==> src/rtl/cr16_exec_ctrl.sv <==
// Multi-cycle execute controller driving the CR16 ALU, register file writeback and PSR.
// Latency: write strobe is 3 cycles after accept; a branch or illegal pulse follows accept by 1 cycle.
// Backpressure: O_INSTR_READY is high only in IDLE. One instruction is in flight at a time.
//
// Ports:
//   I_CLK, I_NRESET          clock (rising edge), asynchronous active-low reset
//   I_INSTR_VALID/I_INSTR    instruction offer; O_INSTR_READY accepts it
//   O_RF_RADDR_A/B           Rsrc / Rdest read addresses; I_RF_RDATA_A/B return one cycle later
//   O_RF_WE/WADDR/WDATA      register file write port, active in WB
//   O_ALU_*                  ALU enable, opcode and operands, non-zero only in EXEC
//   I_ALU_C/I_ALU_STATUS     combinational ALU result and status {N,Z,F,L,C}
//   O_PSR                    processor status register, same bit order as I_ALU_STATUS
//   O_BRANCH_*               Bcond resolution pulse with taken flag and displacement
//   O_ILLEGAL                pulse for an undecodable instruction
module cr16_exec_ctrl #(
  parameter int P_WIDTH = 16
) (
  input  logic               I_CLK,
  input  logic               I_NRESET,
  input  logic               I_INSTR_VALID,
  input  logic [15:0]        I_INSTR,
  output logic               O_INSTR_READY,
  output logic [3:0]         O_RF_RADDR_A,
  output logic [3:0]         O_RF_RADDR_B,
  input  logic [P_WIDTH-1:0] I_RF_RDATA_A,
  input  logic [P_WIDTH-1:0] I_RF_RDATA_B,
  output logic               O_RF_WE,
  output logic [3:0]         O_RF_WADDR,
  output logic [P_WIDTH-1:0] O_RF_WDATA,
  output logic               O_ALU_ENABLE,
  output logic [3:0]         O_ALU_OPCODE,
  output logic [P_WIDTH-1:0] O_ALU_A,
  output logic [P_WIDTH-1:0] O_ALU_B,
  input  logic [P_WIDTH-1:0] I_ALU_C,
  input  logic [4:0]         I_ALU_STATUS,
  output logic [4:0]         O_PSR,
  output logic               O_BRANCH_VALID,
  output logic               O_BRANCH_TAKEN,
  output logic [7:0]         O_BRANCH_DISP,
  output logic               O_ILLEGAL
);

  typedef enum logic [2:0] {
    ST_IDLE, ST_READ, ST_EXEC, ST_WB, ST_BRANCH, ST_ILLEGAL
  } state_t;

  typedef enum logic [1:0] {
    PSR_KEEP, PSR_ALL, PSR_Z
  } psr_mode_t;

  typedef struct packed {
    logic      legal;
    logic      branch;
    logic [3:0] alu_op;
    logic      src_imm;   // source operand is the 8-bit immediate
    logic      imm_sext;  // sign-extend the immediate (arith/move forms)
    logic      is_mov;    // bypass the ALU, write the source operand
    logic      is_shift;  // A = Rdest, B = Rsrc
    logic      is_not;    // A = Rsrc, B unused
    logic      wb_en;
    psr_mode_t psr_mode;
  } dec_t;

  // The RR extension codes and the immediate opcodes share one encoding, so
  // both forms go through the same table keyed on ext (RR) or op (immediate).
  function automatic dec_t decode(input logic [15:0] ins);
    dec_t       d;
    logic [3:0] key;
    d          = '0;
    d.legal    = 1'b1;
    d.wb_en    = 1'b1;
    d.psr_mode = PSR_KEEP;
    key        = 4'h0;
    case (ins[15:12])
      4'h8: begin
        if (ins[7:6] == 2'b01) begin
          d.alu_op   = {2'b10, ins[5:4]};
          d.is_shift = 1'b1;
          d.psr_mode = PSR_Z;
        end else begin
          d.legal = 1'b0;
        end
      end
      4'hC: begin
        d.branch = 1'b1;
        d.wb_en  = 1'b0;
      end
      4'h0, 4'h1, 4'h2, 4'h3, 4'h5, 4'h7, 4'h9, 4'hB, 4'hD: begin
        d.src_imm = (ins[15:12] != 4'h0);
        key       = d.src_imm ? ins[15:12] : ins[7:4];
        case (key)
          4'h5: begin d.alu_op = 4'd0; d.psr_mode = PSR_ALL; d.imm_sext = 1'b1; end
          4'h7: begin d.alu_op = 4'd1; d.psr_mode = PSR_ALL; d.imm_sext = 1'b1; end
          4'h9: begin d.alu_op = 4'd3; d.psr_mode = PSR_ALL; d.imm_sext = 1'b1; end
          4'hB: begin d.alu_op = 4'd3; d.psr_mode = PSR_ALL; d.imm_sext = 1'b1; d.wb_en = 1'b0; end
          4'h1: begin d.alu_op = 4'd5; d.psr_mode = PSR_Z; end
          4'h2: begin d.alu_op = 4'd6; d.psr_mode = PSR_Z; end
          4'h3: begin d.alu_op = 4'd7; d.psr_mode = PSR_Z; end
          4'hD: begin d.is_mov = 1'b1; d.imm_sext = 1'b1; end
          4'hE: d.alu_op = 4'd2;
          4'hF: begin d.alu_op = 4'd4; d.is_not = 1'b1; d.psr_mode = PSR_Z; end
          default: d.legal = 1'b0;
        endcase
      end
      default: d.legal = 1'b0;
    endcase
    return d;
  endfunction

  // psr bit order: 0 C, 1 L, 2 F, 3 Z, 4 N
  function automatic logic cond_true(input logic [4:0] psr, input logic [3:0] cond);
    logic c, l, f, z, n, r;
    c = psr[0]; l = psr[1]; f = psr[2]; z = psr[3]; n = psr[4];
    case (cond)
      4'h0: r = z;
      4'h1: r = !z;
      4'h2: r = c;
      4'h3: r = !c;
      4'h4: r = l;
      4'h5: r = !l;
      4'h6: r = n;
      4'h7: r = !n;
      4'h8: r = f;
      4'h9: r = !f;
      4'hA: r = !l && !z;
      4'hB: r = l || z;
      4'hC: r = !n && !z;
      4'hD: r = n || z;
      4'hE: r = 1'b1;
      default: r = 1'b0;
    endcase
    return r;
  endfunction

  state_t             state, state_nxt;
  logic [15:0]        instr_q;
  logic [P_WIDTH-1:0] res_q;
  logic [4:0]         stat_q;
  logic [4:0]         psr_q;
  dec_t               dec;
  logic               accept;
  logic [P_WIDTH-1:0] imm_ext;
  logic [P_WIDTH-1:0] src_val;

  assign accept = I_INSTR_VALID && (state == ST_IDLE);

  // In IDLE the offered word is decoded to pick the next state; afterwards
  // everything works from the latched copy.
  always_comb begin
    dec     = decode((state == ST_IDLE) ? I_INSTR : instr_q);
    imm_ext = dec.imm_sext ? P_WIDTH'($signed(instr_q[7:0])) : P_WIDTH'(instr_q[7:0]);
    src_val = dec.src_imm ? imm_ext : I_RF_RDATA_A;
  end

  always_ff @(posedge I_CLK or negedge I_NRESET) begin
    if (!I_NRESET) begin
      state   <= ST_IDLE;
      instr_q <= '0;
      res_q   <= '0;
      stat_q  <= '0;
      psr_q   <= '0;
    end else begin
      state <= state_nxt;
      if (accept) instr_q <= I_INSTR;
      if (state == ST_EXEC) begin
        res_q  <= dec.is_mov ? src_val : I_ALU_C;
        stat_q <= I_ALU_STATUS;
      end
      if (state == ST_WB) begin
        case (dec.psr_mode)
          PSR_ALL: psr_q    <= stat_q;
          PSR_Z:   psr_q[3] <= stat_q[3];
          default: ;
        endcase
      end
    end
  end

  always_comb begin
    state_nxt = state;
    case (state)
      ST_IDLE: begin
        if (accept) begin
          if (!dec.legal)     state_nxt = ST_ILLEGAL;
          else if (dec.branch) state_nxt = ST_BRANCH;
          else                 state_nxt = ST_READ;
        end
      end
      ST_READ: state_nxt = ST_EXEC;
      ST_EXEC: state_nxt = ST_WB;
      default: state_nxt = ST_IDLE;
    endcase
  end

  always_comb begin
    O_INSTR_READY  = (state == ST_IDLE);
    O_RF_RADDR_A   = instr_q[3:0];
    O_RF_RADDR_B   = instr_q[11:8];
    O_ALU_ENABLE   = 1'b0;
    O_ALU_OPCODE   = 4'h0;
    O_ALU_A        = '0;
    O_ALU_B        = '0;
    O_RF_WE        = 1'b0;
    O_RF_WADDR     = 4'h0;
    O_RF_WDATA     = '0;
    O_BRANCH_VALID = 1'b0;
    O_BRANCH_TAKEN = 1'b0;
    O_BRANCH_DISP  = 8'h0;
    O_ILLEGAL      = (state == ST_ILLEGAL);
    O_PSR          = psr_q;

    if (state == ST_EXEC && !dec.is_mov) begin
      O_ALU_ENABLE = 1'b1;
      O_ALU_OPCODE = dec.alu_op;
      if (dec.is_shift) begin
        O_ALU_A = I_RF_RDATA_B;
        O_ALU_B = I_RF_RDATA_A;
      end else if (dec.is_not) begin
        O_ALU_A = I_RF_RDATA_A;
      end else begin
        // ALU computes B - A, giving Rdest - src for SUB/CMP
        O_ALU_A = src_val;
        O_ALU_B = I_RF_RDATA_B;
      end
    end

    if (state == ST_WB) begin
      O_RF_WE    = dec.wb_en;
      O_RF_WADDR = instr_q[11:8];
      O_RF_WDATA = res_q;
    end

    if (state == ST_BRANCH) begin
      O_BRANCH_VALID = 1'b1;
      O_BRANCH_TAKEN = cond_true(psr_q, instr_q[11:8]);
      O_BRANCH_DISP  = instr_q[7:0];
    end
  end

endmodule
==> config.mk <==
export PLATFORM = sky130hd
export DESIGN_NAME = cr16_exec_ctrl
export DESIGN_NICKNAME = d
export VERILOG_FILES = /design/src/rtl/cr16_exec_ctrl.sv
export SDC_FILE = /design/constraint.sdc
export NUM_CORES = 1
export LEC_CHECK = 0
export BUFFER_PORTS_ARGS = -buffer_cell sky130_fd_sc_hd__buf_2
export CAP_MARGIN = 10
export CORE_UTILIZATION = 37
export DETAILED_ROUTE_END_ITERATION = 8
export HOLD_SLACK_MARGIN = 0.1
export PLACE_DENSITY = 0.6
export SYNTH_ARGS = -nofsm -noshare
export SYNTH_HDL_FRONTEND = slang
export SYNTH_SLANG_ARGS = --single-unit
==> constraint.sdc <==
create_clock -name I_CLK -period 5.7 [get_ports I_CLK]
set_input_delay 1.71 -clock I_CLK [delete_from_list [all_inputs] [get_ports I_CLK]]
set_output_delay 1.71 -clock I_CLK [all_outputs]
set_load 0.005 [all_outputs]
# [Word level (Yosys, flattened, before mapping)]
# Cells that the tools add are included.
[word_totals] out_inout_bits=83 regBits=45 in_bits=72 elab_cells=116
[classes] n_mux=42 n_eq_ne=43 n_reduce_logical=25
[op_table] cell="$mux W16" count=11
[op_table] cell="$eq A4 B4 Y1 const B" count=17
[op_table] cell="$eq A4 B3 Y1 const B" count=8
[op_table] cell="$eq A4 B2 Y1 const B" count=6
[op_table] cell="$pmux W3 S7" count=1
[op_table] cell="$mux W4" count=4
[op_table] cell="$pmux W1 S15" count=1
[op_table] cell="$mux W1" count=13
[op_table] cell="$eq A4 B1 Y1 const B" count=3
[op_table] cell="$mux W3" count=4
[op_table] cell="$reduce_or A10 Y1" count=1
[op_table] cell="$pmux W3 S3" count=1
[op_table] cell="$reduce_or A9 Y1" count=1
[op_table] cell="$logic_not A4 Y1" count=2
[op_table] cell="$mux W8" count=1
[op_table] cell="$pmux W2 S2" count=2
[op_table] cell="$pmux W4 S2" count=1
[op_table] cell="$reduce_or A4 Y1" count=2
[op_table] cell="$eq A3 B2 Y1 const B" count=2
[op_table] cell="$eq A3 B3 Y1 const B" count=2
[op_table] cell="$logic_not A1 Y1" count=6
[op_table] cell="$reduce_or A5 Y1" count=1
[op_table] cell="$eq A2 B1 Y1 const B" count=2
[op_table] cell="$logic_and A1 B1 Y1" count=4
[op_table] cell="other kinds (11)" count=14

# [Depth between registers and ports, before layout]
# Gate-level depths: netlist (run 1).
[logic_depth] depth_word=13 ltp_mapped=14 mapped_depth_nobuf=10

# [Worst setup path before layout (run 1)]
# No wires, ideal clock.
[synth_path] kind="input -> output" from="input I_INSTR[14]" to="output O_ALU_OPCODE[0]" cell_stages=9 slack_ns=0.828 arrival_ns=3.162 n_path_buf=3 t_required_ns=3.990 cell_sequence="clkbuf_1 nor2_1 nand4b_1 a31oi_4 a21o_1 buf_6 inv_6 buf_6 o221a_2"
[synth_between] elab_chain_len=9 word_cells_on_any_way=31 classes_between="18 x eq/ne; 7 x mux; 6 x reduce/logical"
[synth_lines] element="from (decl)" line="21" source="input logic [15:0] I_INSTR,"
[synth_lines] element="$mux W16 (*)" line="150" source="dec = decode((state == ST_IDLE) ? I_INSTR : instr_q);"
[synth_lines] element="parallel branches: the longest is 7 deep, another holds $pmux W3 S7"
[synth_lines] element="$mux W4 (*)" line="212" source="if (state == ST_EXEC && !dec.is_mov) begin"
[synth_lines] element="to (decl)" line="31" source="output logic [3:0] O_ALU_OPCODE,"
# Mark *: on every way between the ends.

# [Worst setup path after layout (run 1)]
[layout_path] from="input I_INSTR[12]" to="output O_ALU_OPCODE[0]"
# The elaborated chain is that of the path after synthesis.

==> out/results.ini, run 1 <==
[outcome]
status=finished clean

[pwr]
vdd_drop_max_mv=0.476
power_mw=2.55
power_leakage_nw=2.19
power_density_nw_per_um2=573

[floorplanning]
start_util_pct=38.9
ioPinCount=155
die_h_um=101
die_w_um=101
rows=35
core_um2=9420
die_area_um2=10300

[critical_path]
reg2regPathDepth=7
worstSetupPathType=primary input to output port
crit_start=I_INSTR[12]
cp.required_ns=3.99
start_kind=primary input
r2r_end=O_PSR[3]$_DFFE_PN0P_
rrSetupSlack_ns=2.12
crit_arrival_ns=3.61
rr_startpoint=state[2]$_DFFE_PN0P_
worst_setup_path_end_kind=output port
crit_path_max_fanout=25

[logic_synthesis]
synthTopCellsByCount=dfrtp_1, nor2_1, and2_1
yosysWarnings=0
synth_cells=407
synthFlopType=dfrtp_1
yosysTopAreaCell=dfrtp_1
yosys_register_bits=45
ys_top_cells_by_area=dfrtp_1, mux2_2, mux2i_1
seq_area_frac_synth_pct=30.7
postSynthAreaPerCell_um2=9.00
syn_nets=480
synth.most_common_cell=dfrtp_1
synth-async-reset-ratio_pct=100
synth_top_area_share_pct=30.7
synthDistinctLibCells=64
synth-edff-count=0
syn_area_um2=3660

[min_path]
min_to=stat_q[1]$_DFFE_PN0N_
holdPathStages=1
hold_start=stat_q[1]$_DFFE_PN0N_
hold_class=flip-flop to flip-flop

[timing]
setup_viol=0
rsz0062_at_grt=no
timing.fmax_mhz=188
fin_worst_skew_ns=0.00715
tns_ns=0
hold_ws_ns=0.512
hold_violations=0
post-route-period-util_pct=93.3
worst_pin_slew_ns=1.09
maxSlewHeadroom_pct=27.2
drv_slew=0
fin_crit_ns=5.32

[final_layout]
nets=605
final_cells=662
area_growth_pct=21.5
diodes=0
fillers=924
design_area_um2=4450
drive_gt1_share_pct=42.0

[clock_tree]
cts_resized=0
cts_hold_buf=0
clk_pin_slew_ns=0.09
cts_root_buf=clkbuf_8
htree_levels=2
postCtsSetupRepairBufs=0
clk_latency_ns=0.30
clk_path_buf_depth=2
cts_buffers=5
cts_tree=built
cts.sinks=45

[placement]
placed_area_um2=4360
io_buffer_count=154
dp_hpwl_mm=8.87
place_inst=654
gp_congestion=0.921

[routing]
wl_per_cell_um=18.0
drt_iter0_drc=181
via_per_inst=5.59
first_pass_iters=5
drt_wl_total_mm=11.9
ant_nets=0
dr_total_vias=3699
drc=0

[grt]
overflow=0
antenna_found_initial=0
grt_pass1_wl_mm=18.3
grtUsageTotal_pct=23.0
grt_pass1_vias=3480
grt_max_degree=46

[job]
cap_violations=0

layout by cell type (no fill, tap or decap), drive strengths merged, types with 3 or more instances in the layout:
| cell type | synthesis | routed |
|---|---|---|
| mux2i | 23 | 23 |
| o31ai | 4 | 4 |
| a21oi | 12 | 12 |
| inv | 5 | 6 |
| a211oi | 7 | 7 |
| nand4b | 4 | 4 |
| nand4 | 4 | 4 |
| a31oi | 3 | 3 |
| or3 | 3 | 3 |
| mux2 | 28 | 28 |
| xnor2 | 4 | 4 |
| nand3 | 6 | 6 |
| nor3 | 21 | 21 |
| dfrtp | 45 | 45 |
| a22oi | 32 | 32 |
| o21ai | 29 | 29 |
| nand2 | 26 | 26 |
| buf | 31 | 162 |
| clkbuf | 13 | 5 |
| nor2 | 44 | 44 |
| and2 | 30 | 30 |
| nor3b | 5 | 5 |
final cells by class:
cell class,count,area [µm²],area share (%)
Timing Repair Buffer,162,831,18.7
Multi-Input combinational cell,313,2210,49.7
Inverter,5,31.3,0.703
Tap cell,129,161,3.63
Clock inverter,3,21.3,0.478
Sequential cell,45,1130,25.3
Clock buffer,5,68.8,1.55
routing by layer:
layer  vias to the layer above  track usage, %  part of all wire (%)
met3                        10            3.38                   7.8
met5                         -               0                     0
met1                      1764            31.4                    44
li1                       1729               -                     -
met2                       196            38.1                    47
met4                         0            5.57                   1.0
metrics by stage:
| stage | setup WS (ns) | utilization, % |
|---|---|---|
| floorplan | 0.828 | - |
| global placement | 0.414 | 46.3 |
| detailed placement | 0.422 | 46.3 |
| CTS | 0.399 | 47.3 |
| global route | 0.116 | 47.3 |
| finish | 0.384 | 47.3 |
critical path, stage by stage:
cell and delay [ns]:
buf_2 0.20, nor3_1 0.12, nand2_2 0.12, o31a_1 0.86, o22ai_1 0.13, o221a_2 0.33
buf_2 0.13
cells by family after synthesis:
logic type                 share of synthesized area, %
and+or+nand+nor                                    21.0
xor gates and xnor gates                          0.957
DFF                                                30.7
muxes                                              15.7
buffers and inverters                              8.88
AOI/OAI and AO/OA                                  22.3
adders and majority gates                         0.342
report_power, final:
group / internal [mW] / switching (mW) / leakage, nW
Clock: 0.0872 / 0.119 / 0.0445
Sequential: 0.480 / 0.206 / 0.546
Combinational: 0.740 / 0.915 / 1.60
registers in the layout, summed over array words and instances (netlist names):
name and cells:
O_PSR 5, stat_q 5, instr_q 16, res_q 16
state 3
worst max path at each step:
stage                      endpoint  slack, ns  cells past startpoint
global route             O_ALU_A[2]       0.12                      7
global placement         O_ALU_A[2]       0.41                      7
CTS                      O_ALU_A[2]       0.40                      7
detailed placement  O_ALU_OPCODE[0]       0.42                      7
finish              O_ALU_OPCODE[0]       0.38                      7
floorplan           O_ALU_OPCODE[0]       0.83                      9
Note: power is estimated with default switching activity, not from simulation.
==> run 2, diff against run 1 <==
--- a/config.mk
+++ b/config.mk
@@ -5,12 +5,13 @@
 export SDC_FILE = /design/constraint.sdc
 export NUM_CORES = 1
 export LEC_CHECK = 0
+export ABC_AREA = 1
 export BUFFER_PORTS_ARGS = -buffer_cell sky130_fd_sc_hd__buf_2
 export CAP_MARGIN = 10
 export CORE_UTILIZATION = 37
 export DETAILED_ROUTE_END_ITERATION = 8
 export HOLD_SLACK_MARGIN = 0.1
-export PLACE_DENSITY = 0.6
+export PLACE_DENSITY = 0.61
 export SYNTH_ARGS = -nofsm -noshare
 export SYNTH_HDL_FRONTEND = slang
 export SYNTH_SLANG_ARGS = --single-unit
==> constraint.sdc (replaced) <==
create_clock -name I_CLK -period 5.4 [get_ports I_CLK]
set_input_delay 1.62 -clock I_CLK [delete_from_list [all_inputs] [get_ports I_CLK]]
set_output_delay 1.62 -clock I_CLK [all_outputs]
set_load 0.005 [all_outputs]
==> out/results.ini, run 2 <==
[final_layout]
diodes=0
final_cells=762
nets=726
layout_commonest_cell=buf_2
top_regs=instr_q (16), res_q (16)
area_growth_pct=24.0
drive_gt1_share_pct=32.4
multi_input_area_um2=1820
fillers=960
mostFrequentLayoutCells=buf_2, nand2_1, inv_1, nor2_1, o21ai_0
regArea_um2=1130

[critical_path]
crit_buf_inv=3
crit_arrival_ns=3.54
rr_startpoint=state[0]$_DFFE_PN0P_
rrSetupSlack_ns=2.29
slowest_stage=nor2_8
reg2regPathDepth=17
critPathTopFamily=simple AND/OR/NAND/NOR gates
crit_path_max_fanout=42
worstSetupPathType=primary input to output port
cpPeakStageDelay_ns=0.37
cp.required_ns=3.78
r2r_end=O_PSR[4]$_DFFE_PN0P_
start_kind=primary input
cp_cell_sequence=buf_2 > inv_1 > nand3_1 > nand2_2 > nand2_2 > o21ai_1 > nand2_1 > nand2_4 > nor2_8 > nor2_8 > o21ai_0 > a21oi_1 > buf_2
worst_setup_path_end_kind=output port

[routing]
drt_wl_total_mm=10.8
ant_nets=0
drt_iter0_drc=176
wl_per_cell_um=14.2
via_per_inst=4.95
first_pass_iters=7
drc=10
dr_total_vias=3773

[logic_synthesis]
seq_area_frac_synth_pct=32.8
yosysWarnings=0
syn_nets=594
synthDistinctLibCells=34
ys_top_cells_by_area=dfrtp_1, nand2_1, o21ai_0
syn_area_um2=3430
synth.most_common_cell=nand2_1
postSynthAreaPerCell_um2=6.58
synthTopCellsByCount=nand2_1, inv_1, nor2_1
yosys_register_bits=45
synth-async-reset-ratio_pct=100
yosysTopAreaCell=dfrtp_1
synth_cells=521
synthFlopType=dfrtp_1
synth_top_area_share_pct=32.8
synth-edff-count=0

[outcome]
violations=DRC
status=finished with violations

[clock_tree]
cts_root_buf=clkbuf_8
htree_levels=2
clk_path_buf_depth=2
cts_tree=built
postCtsSetupRepairBufs=0
cts.sinks=45
cts_hold_buf=0
cts_resized=0
cts_buffers=5
clk_latency_ns=0.31
clk_pin_slew_ns=0.09

[floorplanning]
die_w_um=98.3
ioPinCount=155
die_h_um=98.3
start_util_pct=38.8
rows=34
core_um2=8850
die_area_um2=9660

[placement]
place_inst=754
io_buffer_count=154
gp_congestion=0.983
dp_hpwl_mm=8.45

[grt]
grt_pass1_wl_mm=17.2
grt_use_met2_pct=37.4
grtUsageTotal_pct=22.4
busiest_layer=met2
grt_pass1_vias=3544
use_met1_pct=30.3
grt_max_degree=59
overflow=0
antenna_found_initial=0
globalRouteMet3Util_pct=3.65

[timing]
hold_violations=0
fin_worst_skew_ns=0.00828
timing.fmax_mhz=194
rsz0062_at_grt=no
setup_viol=0
post-route-period-util_pct=95.6
fin_crit_ns=5.16
worst_pin_slew_ns=1.03
tns_ns=0
drv_slew=0
maxSlewHeadroom_pct=31.5

[min_path]
hold_class=flip-flop to flip-flop
min_to=stat_q[4]$_DFFE_PN0N_
holdPathStages=2
hold_start=stat_q[4]$_DFFE_PN0N_

[pwr]
power_leakage_nw=2.45
power_density_nw_per_um2=707
vdd_drop_max_mv=0.334

[job]
cap_violations=0

## run 2: final cells by class
| cell class | count | share of cell area (%) |
|---|---|---|
| Inverter | 76 | 6.71 |
| Multi-Input combinational cell | 367 | 42.7 |
| Clock buffer | 5 | 1.62 |
| Tap cell | 108 | 3.18 |
| Timing Repair Buffer | 158 | 18.8 |
| Sequential cell | 45 | 26.5 |
| Clock inverter | 3 | 0.500 |
## run 2: power breakdown
| group | switching [mW] | internal (mW) | total, mW |
|---|---|---|---|
| combinational | 1.46 | 0.744 | 2.20 |
| sequential | 0.0857 | 0.501 | 0.586 |
| clock | 0.131 | 0.0922 | 0.223 |
## run 2: worst max-delay path by stage
stage | from | to | slack [ns] | depth (start not counted)
finish | I_INSTR[14] | O_ALU_B[2] | 0.24 | 13
global route | I_INSTR[14] | O_ALU_B[6] | 0.03 | 13
CTS | I_INSTR[14] | O_ALU_B[2] | 0.27 | 13
detailed placement | I_INSTR[14] | O_ALU_B[2] | 0.27 | 13
global placement | I_INSTR[14] | O_ALU_B[2] | 0.31 | 13
floorplan | I_INSTR[14] | O_ALU_OPCODE[2] | 0.90 | 12
## run 2: worst register-to-register path, delay by kind of cell (launching register included)
kind	cells	cell delay [ns]
simple gates	12	1.66
flops	1	0.44
mux	1	0.36
compound gates	1	0.21
buf+inv	2	0.18
fa+ha+maj	1	0.18
## run 2: cells by family (layout without fill, tap and decap cells)
kind of cell               count (synthesis)  count (layout)  share of synthesized area (%)
DFF                                       45              45                           32.8
and+or+nand+nor                          229             229                           30.7
buffers and inverters                    109             242                           14.2
adders and majority gates                  1               1                          0.365
AOI/OAI and AO/OA                        136             136                           21.6
muxes                                      1               1                          0.328
## run 2: per-layer routing
metal	up-vias	share of wire [%]	routed length, µm
li1	1919	-	-
met1	1725	46	4980
met2	116	48	5190
met3	13	4.9	535
met4	0	1.2	132
met5	-	0	0
## run 2: stage by stage
step / setup slack, ns / util, % / power (mW) / cell area, µm² / hold WS (ns)
2_1_floorplan: 0.899 / - / 2.19 / 3430 / 0.445
4_1_cts: 0.269 / 48.1 / 3.01 / 4250 / 0.493
5_1_grt: 0.0254 / 48.1 / 3.33 / 4250 / 0.527
6_report: 0.235 / 48.1 / 3.01 / 4250 / 0.489
3_5_place_dp: 0.268 / 47.1 / 2.78 / 4160 / 0.470
3_3_place_gp: 0.307 / 47.1 / 2.75 / 4160 / 0.461
